## config.mk

```make
export PLATFORM = sky130hd
export DESIGN_NAME = squeeze_bank_writer_flat
export DESIGN_NICKNAME = d
export VERILOG_FILES = /design/src/rtl/squeeze_bank_writer_if.sv /design/src/rtl/squeeze_bank_writer.sv /design/src/flat_wrapper.sv
export SDC_FILE = /design/constraint.sdc
export NUM_CORES = 1
export LEC_CHECK = 0
export CELL_PAD_IN_SITES_DETAIL_PLACEMENT = 1
export CELL_PAD_IN_SITES_GLOBAL_PLACEMENT = 1
export CORE_UTILIZATION = 45
export DETAILED_ROUTE_END_ITERATION = 8
export GPL_TIMING_DRIVEN = 0
export PLACE_DENSITY_LB_ADDON = 0.1
export REMOVE_ABC_BUFFERS = 1
export SKIP_LAST_GASP = 1
export SLEW_MARGIN = 20
export SYNTH_ARGS = -nofsm -noshare
export SYNTH_HDL_FRONTEND = slang
export SYNTH_SLANG_ARGS = --single-unit
```

## constraint.sdc

```tcl
create_clock -name clk -period 3 [get_ports clk]
set_input_delay 0.6 -clock clk [delete_from_list [all_inputs] [get_ports clk]]
set_output_delay 0.6 -clock clk [all_outputs]
set_load 0.02 [all_outputs]
```

## src/rtl/squeeze_bank_writer_if.sv

```systemverilog
// rtl/squeeze_bank_writer_if.sv - channel stream in, bank write port out
interface squeeze_bank_writer_if #(
  parameter int DW  = 16,
  parameter int NCH = 8
);
  logic              in_valid;
  logic              in_ready;
  logic [DW-1:0]     in_data;
  logic              wren;
  logic [31:0]       wr_addr;
  logic [NCH*DW-1:0] datain;

  // upstream source plus bank side (stimulus / environment)
  modport master (
    output in_valid,
    output in_data,
    input  in_ready,
    input  wren,
    input  wr_addr,
    input  datain
  );

  // the writer itself
  modport slave (
    input  in_valid,
    input  in_data,
    output in_ready,
    output wren,
    output wr_addr,
    output datain
  );
endinterface

```

## src/rtl/squeeze_bank_writer.sv

```systemverilog
// rtl/squeeze_bank_writer.sv - packs 8 serial channel results per pixel into bank words
module squeeze_bank_writer #(
  parameter int NCH  = 8,
  parameter int DW   = 16,
  parameter int NPIX = 111 * 111,
  parameter bit RELU = 1'b1
) (
  input  logic clk,
  input  logic rst,
  input  logic start,
  output logic busy,
  output logic done,
  squeeze_bank_writer_if.slave bus
);

  localparam int            LW        = (NCH > 1) ? $clog2(NCH) : 1;
  localparam logic [LW-1:0] LAST_LANE = LW'(NCH - 1);
  localparam logic [31:0]   LAST_PIX  = 32'(NPIX - 1);

  typedef enum logic [1:0] {
    IDLE  = 2'd0,
    FILL  = 2'd1,
    WRITE = 2'd2,
    DONE  = 2'd3
  } state_t;

  state_t            state_q;
  state_t            state_d;
  logic [LW-1:0]     lane_cnt_q;
  logic [31:0]       pix_cnt_q;
  logic [DW-1:0]     lane_q [NCH];
  logic [31:0]       wr_addr_q;
  logic [NCH*DW-1:0] datain_q;

  logic              accept;
  logic [DW-1:0]     beat;
  logic [NCH*DW-1:0] packed_word;

  // a beat lands only while filling; in_ready is a pure function of state
  assign accept = bus.in_valid && (state_q == FILL);

  assign bus.wr_addr = wr_addr_q;
  assign bus.datain  = datain_q;

  // ReLU clamp: negative (sign bit set) results become zero when enabled
  always_comb begin
    beat = bus.in_data;
    if (RELU && bus.in_data[DW-1]) begin
      beat = '0;
    end
  end

  // word as it looks once the current beat is placed in its lane, so the
  // last beat of a pixel can be registered straight into datain
  always_comb begin
    packed_word = '0;
    for (int k = 0; k < NCH; k++) begin
      packed_word[DW*k +: DW] = (lane_cnt_q == LW'(k)) ? beat : lane_q[k];
    end
  end

  // next state and state-decoded handshake/status outputs
  always_comb begin
    state_d      = state_q;
    bus.in_ready = 1'b0;
    bus.wren     = 1'b0;
    busy         = 1'b0;
    done         = 1'b0;
    case (state_q)
      IDLE: begin
        if (start) begin
          state_d = FILL;
        end
      end
      FILL: begin
        bus.in_ready = 1'b1;
        busy         = 1'b1;
        if (bus.in_valid && (lane_cnt_q == LAST_LANE)) begin
          state_d = WRITE;
        end
      end
      WRITE: begin
        bus.wren = 1'b1;
        busy     = 1'b1;
        state_d  = (pix_cnt_q == LAST_PIX) ? DONE : FILL;
      end
      DONE: begin
        done    = 1'b1;
        busy    = 1'b1;
        state_d = IDLE;
      end
      default: state_d = IDLE;
    endcase
  end

  // state register; reset aborts any map in progress
  always_ff @(posedge clk or negedge rst) begin
    if (!rst) begin
      state_q <= IDLE;
    end else begin
      state_q <= state_d;
    end
  end

  // lane capture, counters and the registered bank write port
  always_ff @(posedge clk or negedge rst) begin
    if (!rst) begin
      lane_cnt_q <= '0;
      pix_cnt_q  <= '0;
      wr_addr_q  <= '0;
      datain_q   <= '0;
      for (int k = 0; k < NCH; k++) begin
        lane_q[k] <= '0;
      end
    end else begin
      case (state_q)
        IDLE: begin
          if (start) begin
            pix_cnt_q  <= '0;
            lane_cnt_q <= '0;
          end
        end
        FILL: begin
          if (accept) begin
            lane_q[lane_cnt_q] <= beat;
            if (lane_cnt_q == LAST_LANE) begin
              lane_cnt_q <= '0;
              datain_q   <= packed_word;
              wr_addr_q  <= pix_cnt_q;
            end else begin
              lane_cnt_q <= lane_cnt_q + 1'b1;
            end
          end
        end
        WRITE: begin
          // the final address is held; the counter never wraps
          if (pix_cnt_q != LAST_PIX) begin
            pix_cnt_q <= pix_cnt_q + 32'd1;
          end
        end
        default: ;
      endcase
    end
  end

endmodule

```

## src/flat_wrapper.sv

```systemverilog
// flat-port wrapper written by rule: the top's interface ports become plain ports
module squeeze_bank_writer_flat 
#(
  parameter int NCH  = 8,
  parameter int DW   = 16,
  parameter int NPIX = 111 * 111,
  parameter bit RELU = 1'b1
)
  (clk, rst, start, busy, done, bus_in_valid, bus_in_data, bus_in_ready, bus_wren, bus_wr_addr, bus_datain);
  squeeze_bank_writer_if #(.DW(DW), .NCH(NCH)) bus_i ();
  input  logic clk;
  input  logic rst;
  input  logic start;
  output logic busy;
  output logic done;
  input wire logic [$bits(bus_i.in_valid)-1:0] bus_in_valid;
  input wire logic [$bits(bus_i.in_data)-1:0] bus_in_data;
  output wire logic [$bits(bus_i.in_ready)-1:0] bus_in_ready;
  output wire logic [$bits(bus_i.wren)-1:0] bus_wren;
  output wire logic [$bits(bus_i.wr_addr)-1:0] bus_wr_addr;
  output wire logic [$bits(bus_i.datain)-1:0] bus_datain;
  assign bus_i.in_valid = bus_in_valid;
  assign bus_i.in_data = bus_in_data;
  assign bus_in_ready = bus_i.in_ready;
  assign bus_wren = bus_i.wren;
  assign bus_wr_addr = bus_i.wr_addr;
  assign bus_datain = bus_i.datain;
  squeeze_bank_writer #(.NCH(NCH), .DW(DW), .NPIX(NPIX), .RELU(RELU)) u_core (.clk(clk), .rst(rst), .start(start), .busy(busy), .done(done), .bus(bus_i));
endmodule
```

* Word-level counts from Yosys, hierarchy flattened
Index checks and enable logic that the tools add are counted.
Word-level totals: bits of input ports 20, output and inout bits 164, word-level logic and storage cells 73, register bits after elaboration 325
Operators by class: $add $sub $neg 2, mux-type cells 26, magnitude comparators 2, bitwise logic cells 1, reductions and logical operators 13, equality and inequality tests 16
Operator list (count):
- $bwmux W128 | 1
- $mux W16 | 8
- $mux W32 | 2
- $pmux W32 S2 | 1
- $demux W16 S3 | 1
- $add A32 B1 Y32 const B | 1
- $eq A32 B14 Y1 const B | 1
- $ne A32 B14 Y1 const B | 1
- $mux W15 | 1
- $eq A3 B3 Y1 const B | 4
- $mux W3 | 3
- $reduce_and A3 Y1 | 3
- $pmux W2 S4 | 1
- $eq A3 B2 Y1 const B | 2
- $mux W2 | 3
- $pmux W3 S2 | 1
- $eq A2 B2 Y1 const B | 2
- $ge A4 B4 Y1 const B | 1
- $lt A4 B1 Y1 const B | 1
- $mux W1 | 4
- $ne A2 B1 Y1 const B | 2
- $ne A2 B2 Y1 const B | 2
- $not A3 Y4 | 1
- $reduce_and A2 Y1 | 2
- other kinds (8) | 11

* Logic depth before layout (Yosys ltp)
Gate-level depths: netlist (run 1).
word-level depth 6, gate-level depth with buffers 10, depth with buffers taken out 7

* Worst setup path before layout (run 1)
Ideal clock, no wire load.
path type register to register, start point reg u_core.lane_cnt_q[0], end point reg u_core.datain_q[53] (netlist: u_core.bus.datain[53]), period minus slack after synthesis 2.001 ns, cell stages (with the launch flop) 7, arrival time 1.868 ns, setup slack 0.999 ns, required time 2.867 ns, buffers on the path 2, library setup time 0.133 ns, path through dfrtp_1 ha_1 ha_1 clkbuf_1 clkbuf_1 mux2i_1 o21ai_0
Between the ends: cells in the longest elaborated chain, start to end 2, elaborated cells on any way between the ends 4, those cells by class 2 x eq/ne; 1 x mux; 1 x reduce/logical
RTL lines:
- from (decl) | RTL line squeeze_bank_writer.sv:29 | logic [LW-1:0] lane_cnt_q;
- from (signal assigned) | RTL line squeeze_bank_writer.sv:131 | lane_cnt_q <= lane_cnt_q + 1'b1;
- $eq A3 B3 Y1 / $eq A3 B2 Y1 (equally long branches) | RTL line squeeze_bank_writer.sv:126, squeeze_bank_writer.sv:58
- $reduce_and A3 Y1 (no line) / $mux W16 (equally long branches)
- to (signal assigned) | RTL line squeeze_bank_writer.sv:128 | datain_q <= packed_word;
- to (decl) | RTL line squeeze_bank_writer.sv:33 | logic [NCH*DW-1:0] datain_q;
Several ways; a longest one is shown, not always the timed one. A chain may end at the register's enable or synchronous reset.

* Worst setup path in the final report (run 1)
start point reg u_core.state_q[0], end point out bus_wren
Between the ends: cells in the longest elaborated chain, start to end 2
RTL lines:
- from (decl) | RTL line squeeze_bank_writer.sv:27 | state_t state_q;
- from (signal assigned) | RTL line squeeze_bank_writer.sv:101 | state_q <= state_d;
- $eq A2 B2 Y1 | RTL line squeeze_bank_writer.sv:69 | case (state_q)
- $mux W1 | RTL line squeeze_bank_writer.sv:69
- to (decl) | RTL line flat_wrapper.sv:19 | output wire logic [$bits(bus_i.wren)-1:0] bus_wren;
No other way between the ends.

==> results of run 1 <==
-- flip-flops by register name (all words and copies together), names as in the netlist --
register	cells
u_core.pix_cnt_q	32
u_core.lane_q	105
u_core.bus.wr_addr	32
u_core.lane_cnt_q	3
u_core.bus.datain	120
u_core.state_q	2
-- worst register-to-register path: stages, from the launching register on --
cell and delay, ps:
dfrtp_1 510, ha_1 290, ha_1 370, nand2_8 350, buf_16 340, buf_16 410, mux2_2 430
-- through the flow --
step / setup WS (ps) / hold WS, ps / power (mW)
detailed placement: -497 / 469 / 10.9
global placement: -11790 / 460 / 10.5
global route: 25.5 / 85.3 / 16.1
CTS: 44.1 / 68.7 / 15.4
finish: 155 / 47.7 / 15.3
floorplan: 216 / 304 / 8.44
-- area by class of cell --
type / count / area share
Clock buffer: 48 / 0.0632
Multi-Input combinational cell: 881 / 0.314
Sequential cell: 294 / 0.453
Tap cell: 378 / 0.0291
Inverter: 14 / 0.00354
Clock inverter: 12 / 0.0114
Timing Repair Buffer: 191 / 0.126
-- per-layer routing --
layer,GRT usage,routed length (um)
met1,0.339,16000
met2,0.429,17600
met3,0.0520,1970
met4,0.0664,735
met5,0,0
-- Yosys cell counts, types with 2 or more instances --
cell type  number
nor2_1         61
clkbuf_1       73
nor4_4          2
xnor2_1         2
or2_2           2
nand2b_1       18
a22o_1          2
nor4_1          8
o31ai_1        15
o21ai_0       227
mux2_2         42
nor3_1          4
a21oi_1        60
a211o_1         2
and2_1          7
nor2b_1        18
or4_1           3
and3_1          5
a31oi_1        12
o41ai_1         3
mux2_4          2
a21o_1          3
and4_1          5
buf_2          23
buf_6           5
dfrtp_1       294
nand2_1       247
mux2i_1        62
inv_1          13
ha_1            8
nand3_1        17
buf_4          13
nand4_4         2
nor4b_1         2
nand4_1        13
-- cell families (layout without fill, tap and decap cells) --
group                    after synthesis  after routing  synth area share
AND/OR/NAND/NOR                      422            423             0.151
AO/OA/AOI/OAI                        333            333             0.137
flip-flops                           294            294             0.568
buffers and inverters                130            265            0.0467
multiplexers                         106            106            0.0867
adder cells (fa/ha/maj)                8              8           0.00773
XOR/XNOR                               3              3           0.00203
other                                  1              8          0.000289
-- worst paths after layout --
check / start / cells after the start / end
max: u_core.state_q[0] / 3 / bus_wren
min: rst / 1 / u_core.bus.datain[1]
max reg2reg: u_core.lane_cnt_q[0] / 6 / u_core.bus.wr_addr[27]
min reg2reg: u_core.bus.datain[14] / 2 / u_core.bus.datain[14]
max in group asynchronous: rst / 3 / u_core.bus.datain[120]
min in group clk: u_core.bus.datain[14] / 2 / u_core.bus.datain[14]
-- repair_timing --
action / CTS / global route
setup buffers: 0 / 0
setup endpoints to repair: 17 / 3
cloned: 0 / 1
gates resized for setup: 6 / 1
pin swaps: 0 / 2
-- power breakdown --
group | switching [mW] | internal, mW | total, mW
registers | 0.836 | 5.18 | 6.02
logic | 2.66 | 2.14 | 4.79
clock network | 1.66 | 2.82 | 4.47
total | 5.15 | 10.1 | 15.3
==> qor.txt, run 1 <==
die extent in x: 172 um
placer congestion estimate: 0.787
multi-input logic area: 0.00510 sq mm
WL/cell: 20.0 um
relative slew slack: 0.313
pwr dens: 941 mW/mm^2
worst endpoint required time: 2400 ps
Yosys top cell area share: 0.568
r2r setup slk: 180 ps
VDD IR max: 566 uV
Post-synth ARST share: 1.00
Tmin final: 2850 ps
clock sinks: 294
Finished Cell Area: 0.0162 sq mm
Critical Path Max Stage Delay: 600 ps
clock root buffer: clkbuf_16
pin count of the biggest net entering global routing: 106
Worst setup EP type: output pin
GR Overflow Total: 0
Post-Syn Area: 0.0130 sq mm
DR vias/cell: 5.44
most area-hungry cell type in the Yosys netlist: dfrtp_1
Core ar.: 0.0281 sq mm
IO Count: 184
clock-pin slew on the worst setup and hold paths: 60 ps
Clock Skew: 9.56 ps
H-tree depth: 2
# DRC: 0
drt initial violations: 558
setup violators final: 0
Ys Warns: 0
status: finished, final reports clean
area delta synth->final: 25.4%
HPWL after detailed placement: 23300 um
critical path data arrival time: 2250 ps
post-synthesis cell count: 1297
Fin. Hold Viols: 0
Initial Utilization: 0.461
number of cells after detailed placement: 1756
Placed Area: 0.0150 sq mm
max-cap violations: 0
port bufs: 175
RSZ-0062 raised after global routing: false
Startpoint Class: flip-flop
WL final: 36400 um
vias in the first global route: 10400
Num CTS Buffers: 35
antenna violations before repair: 1
Cell Rows: 61
leak pwr: 7.13 nW
register area: 0.00736 sq mm
first drt pass iteration count: 4
via count: 9896
Worst Path Buf+Inv: 2
Clk Latency, worst-skew pair: 520 ps
setup TNS: 0 ps
top cells by area, synth: dfrtp_1 57%, o21ai_0 8.8%, nand2_1 7.2%
Antenna Nets Post-Route: 0
Critical Path, Cell by Cell: nand2b_4 > clkinv_4 > clkdlybuf4s50_1
ys flop type: dfrtp_1
die area: 0.0295 sq mm
Max Freq: 351 MHz
cts hold-fix bufs: 0
die height: 172 um
CP max stage cell: clkdlybuf4s50_1
Layout Cells excl Fill: 1818
CP top delay family: buffers and inverters
worst slew pin tran: 1030 ps
mean post-synth cell area: 9.99 sq um
fin nets: 1445
Slew Viols, Final: 0
Hold Path Class: in -> async
GRT Total Usage: 0.256
ANT cells: 0
final period utilization: 0.948
most frequent cells in the layout: 293 x dfrtp_1, 245 x nand2_1, 227 x o21ai_0
layout cell share with drive strength beyond 1: 0.0993
Yosys reg bits: 294
Synth cell types: 57
first-pass GRT wire length: 58200 um
fin util: 0.578
Filler Cells Inserted: 3065
maximum fanout along the worst path: 20
critical setup path kind: reg -> out
sequential fraction of the synthesis area: 0.568
TritonCTS clock tree: built
commonest non-fill, non-tap cell in the layout: dfrtp_1
Post-synth EDFFs: 0
maximum clock path buffer count: 3
Note: power is estimated with default switching activity, not from simulation.
==> inputs of run 2 (changes only) <==
--- a/config.mk
+++ b/config.mk
@@ -8,6 +8,7 @@
 export CELL_PAD_IN_SITES_DETAIL_PLACEMENT = 1
 export CELL_PAD_IN_SITES_GLOBAL_PLACEMENT = 1
 export CORE_UTILIZATION = 45
+export CTS_CLUSTER_SIZE = 16
 export DETAILED_ROUTE_END_ITERATION = 8
 export GPL_TIMING_DRIVEN = 0
 export PLACE_DENSITY_LB_ADDON = 0.1
==> run 2 against run 1 <==
Against the previous run: sequential share of layout area stayed put; register-to-register slack about the same; design area unchanged; die area did not move; non-clock buffer count is the same; maximum frequency about the same; setup slack worse by 2.2 ps; hold slack improved by 2.9 ps; wire length up 0.23%; critical path depth unchanged; final cell count unchanged.
==> qor.txt, run 2 (synthesis results as in run 1) <==
WL met1: 16300 um (was 16000 um)
port bufs: 175 (unchanged)
via count: 9923 (was 9896)
HPWL after detailed placement: 23300 um (unchanged)
die area: 0.0295 sq mm (unchanged)
GRT Total Usage: 0.256 (unchanged)
setup violators final: 0 (unchanged)
maximum fanout along the worst path: 20 (unchanged)
Antenna Nets Post-Route: 0 (unchanged)
TritonCTS clock tree: built (unchanged)
pin count of the biggest net entering global routing: 106 (unchanged)
Num CTS Buffers: 35 (unchanged)
R2R depth: 6 (unchanged)
maximum clock path buffer count: 3 (unchanged)
area delta synth->final: 25.4% (unchanged)
Startpoint Class: flip-flop (unchanged)
Initial Utilization: 0.461 (unchanged)
first drt pass iteration count: 5 (was 4)
Total Power: 15.3 mW (about the same)
Slew Viols, Final: 0 (unchanged)
Setup crit end: bus_wren (unchanged)
leak pwr: 7.13 nW (unchanged)
number of setup buffers added after CTS: 0 (unchanged)
Tmin final: 2850 ps (about the same)
Clock Skew: 9.12 ps (was 9.56 ps)
pwr dens: 941 mW/mm^2 (about the same)
Worst R2R Start: u_core.lane_cnt_q[0] (unchanged)
r2r setup slk: 180 ps (about the same)
max-cap violations: 0 (unchanged)
placer congestion estimate: 0.787 (unchanged)
ANT cells: 0 (unchanged)
Cell Rows: 61 (unchanged)
antenna violations before repair: 1 (unchanged)
worst setup margin: 152 ps (was 155 ps)
first-pass GRT wire length: 58200 um (unchanged)
fin nets: 1445 (unchanged)
DR vias/cell: 5.46 (was 5.44)
Max Freq: 351 MHz (about the same)
clock-pin slew on the worst setup and hold paths: 60 ps (about the same)
routed wl met2: 17700 um (was 17600 um)
final period utilization: 0.949 (was 0.948)
Filler Cells Inserted: 3065 (unchanged)
worst endpoint required time: 2400 ps (about the same)
Fin. Hold Viols: 0 (unchanged)
most frequent cells in the layout: 293 x dfrtp_1, 245 x nand2_1, 227 x o21ai_0 (unchanged)
Placed Area: 0.0150 sq mm (unchanged)
VDD IR max: 566 uV (about the same)
commonest non-fill, non-tap cell in the layout: dfrtp_1 (unchanged)
Hold Path Class: in -> async (unchanged)
drt initial violations: 584 (was 558)
critical setup path kind: reg -> out (unchanged)
setup TNS: 0 ps (unchanged)
cts hold-fix bufs: 0 (unchanged)
status: finished, final reports clean (unchanged)
relative slew slack: 0.301 (was 0.313)
clock sinks: 294 (unchanged)
met3 WL: 1790 um (was 1970 um)
Finished Cell Area: 0.0162 sq mm (unchanged)
pre-CTS setup slack: -497 ps (unchanged)
die height: 172 um (unchanged)
GR Overflow Total: 0 (unchanged)
max reg flops: 120 (unchanged)
clock root buffer: clkbuf_16 (unchanged)
# DRC: 0 (unchanged)
Core ar.: 0.0281 sq mm (unchanged)
Worst setup EP type: output pin (unchanged)
number of cells after detailed placement: 1756 (unchanged)
critical path data arrival time: 2250 ps (about the same)
vias in the first global route: 10400 (unchanged)
WL/cell: 20.1 um (was 20.0 um)
Clk Latency, worst-skew pair: 520 ps (about the same)
Layout Cells excl Fill: 1818 (unchanged)
IO Count: 184 (unchanged)
crit path from: u_core.state_q[0] (unchanged)
WL final: 36500 um (was 36400 um)
RSZ-0062 raised after global routing: false (unchanged)
top routing layer in use: met4 (unchanged)
layout cell share with drive strength beyond 1: 0.0993 (unchanged)
die extent in x: 172 um (unchanged)
worst slew pin tran: 1050 ps (was 1030 ps)
R2R Path End: u_core.bus.wr_addr[27] (unchanged)
H-tree depth: 2 (unchanged)
[run 2: cell counts in the layout (fill, tap and decap cells not counted)]
Identical to the previous run, type by type.
[run 2: area by class of cell]
| type | count | area, sq um | area share |
|---|---|---|---|
| sequential | 294 | 7360 | 0.453 |
| multi-input combinational | 881 | 5100 | 0.314 |
| timing repair buffer | 191 | 2040 | 0.126 |
| clock buffer | 48 | 1030 | 0.0632 |
| tap | 378 | 473 | 0.0291 |
| clock inverter | 12 | 185 | 0.0114 |
| inverter | 14 | 57.6 | 0.00354 |
[run 2: report_power, final]
group / leakage [nW] / internal [mW] / total [mW] / switching (mW)
registers: 3.98 / 5.18 / 6.02 / 0.839
logic: 2.54 / 2.14 / 4.80 / 2.66
clock network: 0.603 / 2.82 / 4.48 / 1.66
[run 2: per-layer routing]
metal / up-vias / GRT usage
li1: 4663 / -
met1: 5013 / 0.339
met2: 197 / 0.429
met3: 50 / 0.0520
met4: 0 / 0.0664
met5: - / 0
[run 2: worst min-delay path by stage]
stage                                   from                   end  cells past startpoint
after floorplan                          rst  u_core.bus.datain[0]                      0
after global placement    u_core.lane_q[125]    u_core.lane_q[125]                      2
after detailed placement   u_core.lane_q[86]     u_core.lane_q[86]                      2
after CTS                                rst  u_core.bus.datain[1]                      1
after global routing                     rst  u_core.bus.datain[1]                      1
final                                    rst  u_core.bus.datain[1]                      1
[run 2: worst max-delay path: stages, from the launching register on]
cell and delay [ps]:
dfrtp_1 500, nand2b_4 380, clkinv_4 250, clkdlybuf4s50_1 600
[run 2: stage by stage]
step	utilization	hold WS [ps]
floorplan	-	304
global placement	0.522	460
detailed placement	0.534	469
CTS	0.578	68.7
global route	0.578	85.3
finish	0.578	50.5
[run 2: timing repair]
action	4_1_cts	5_1_grt
endpoints found under the setup margin	17	3
pin swaps	0	2
gates resized for setup	6	1
gates cloned	0	1
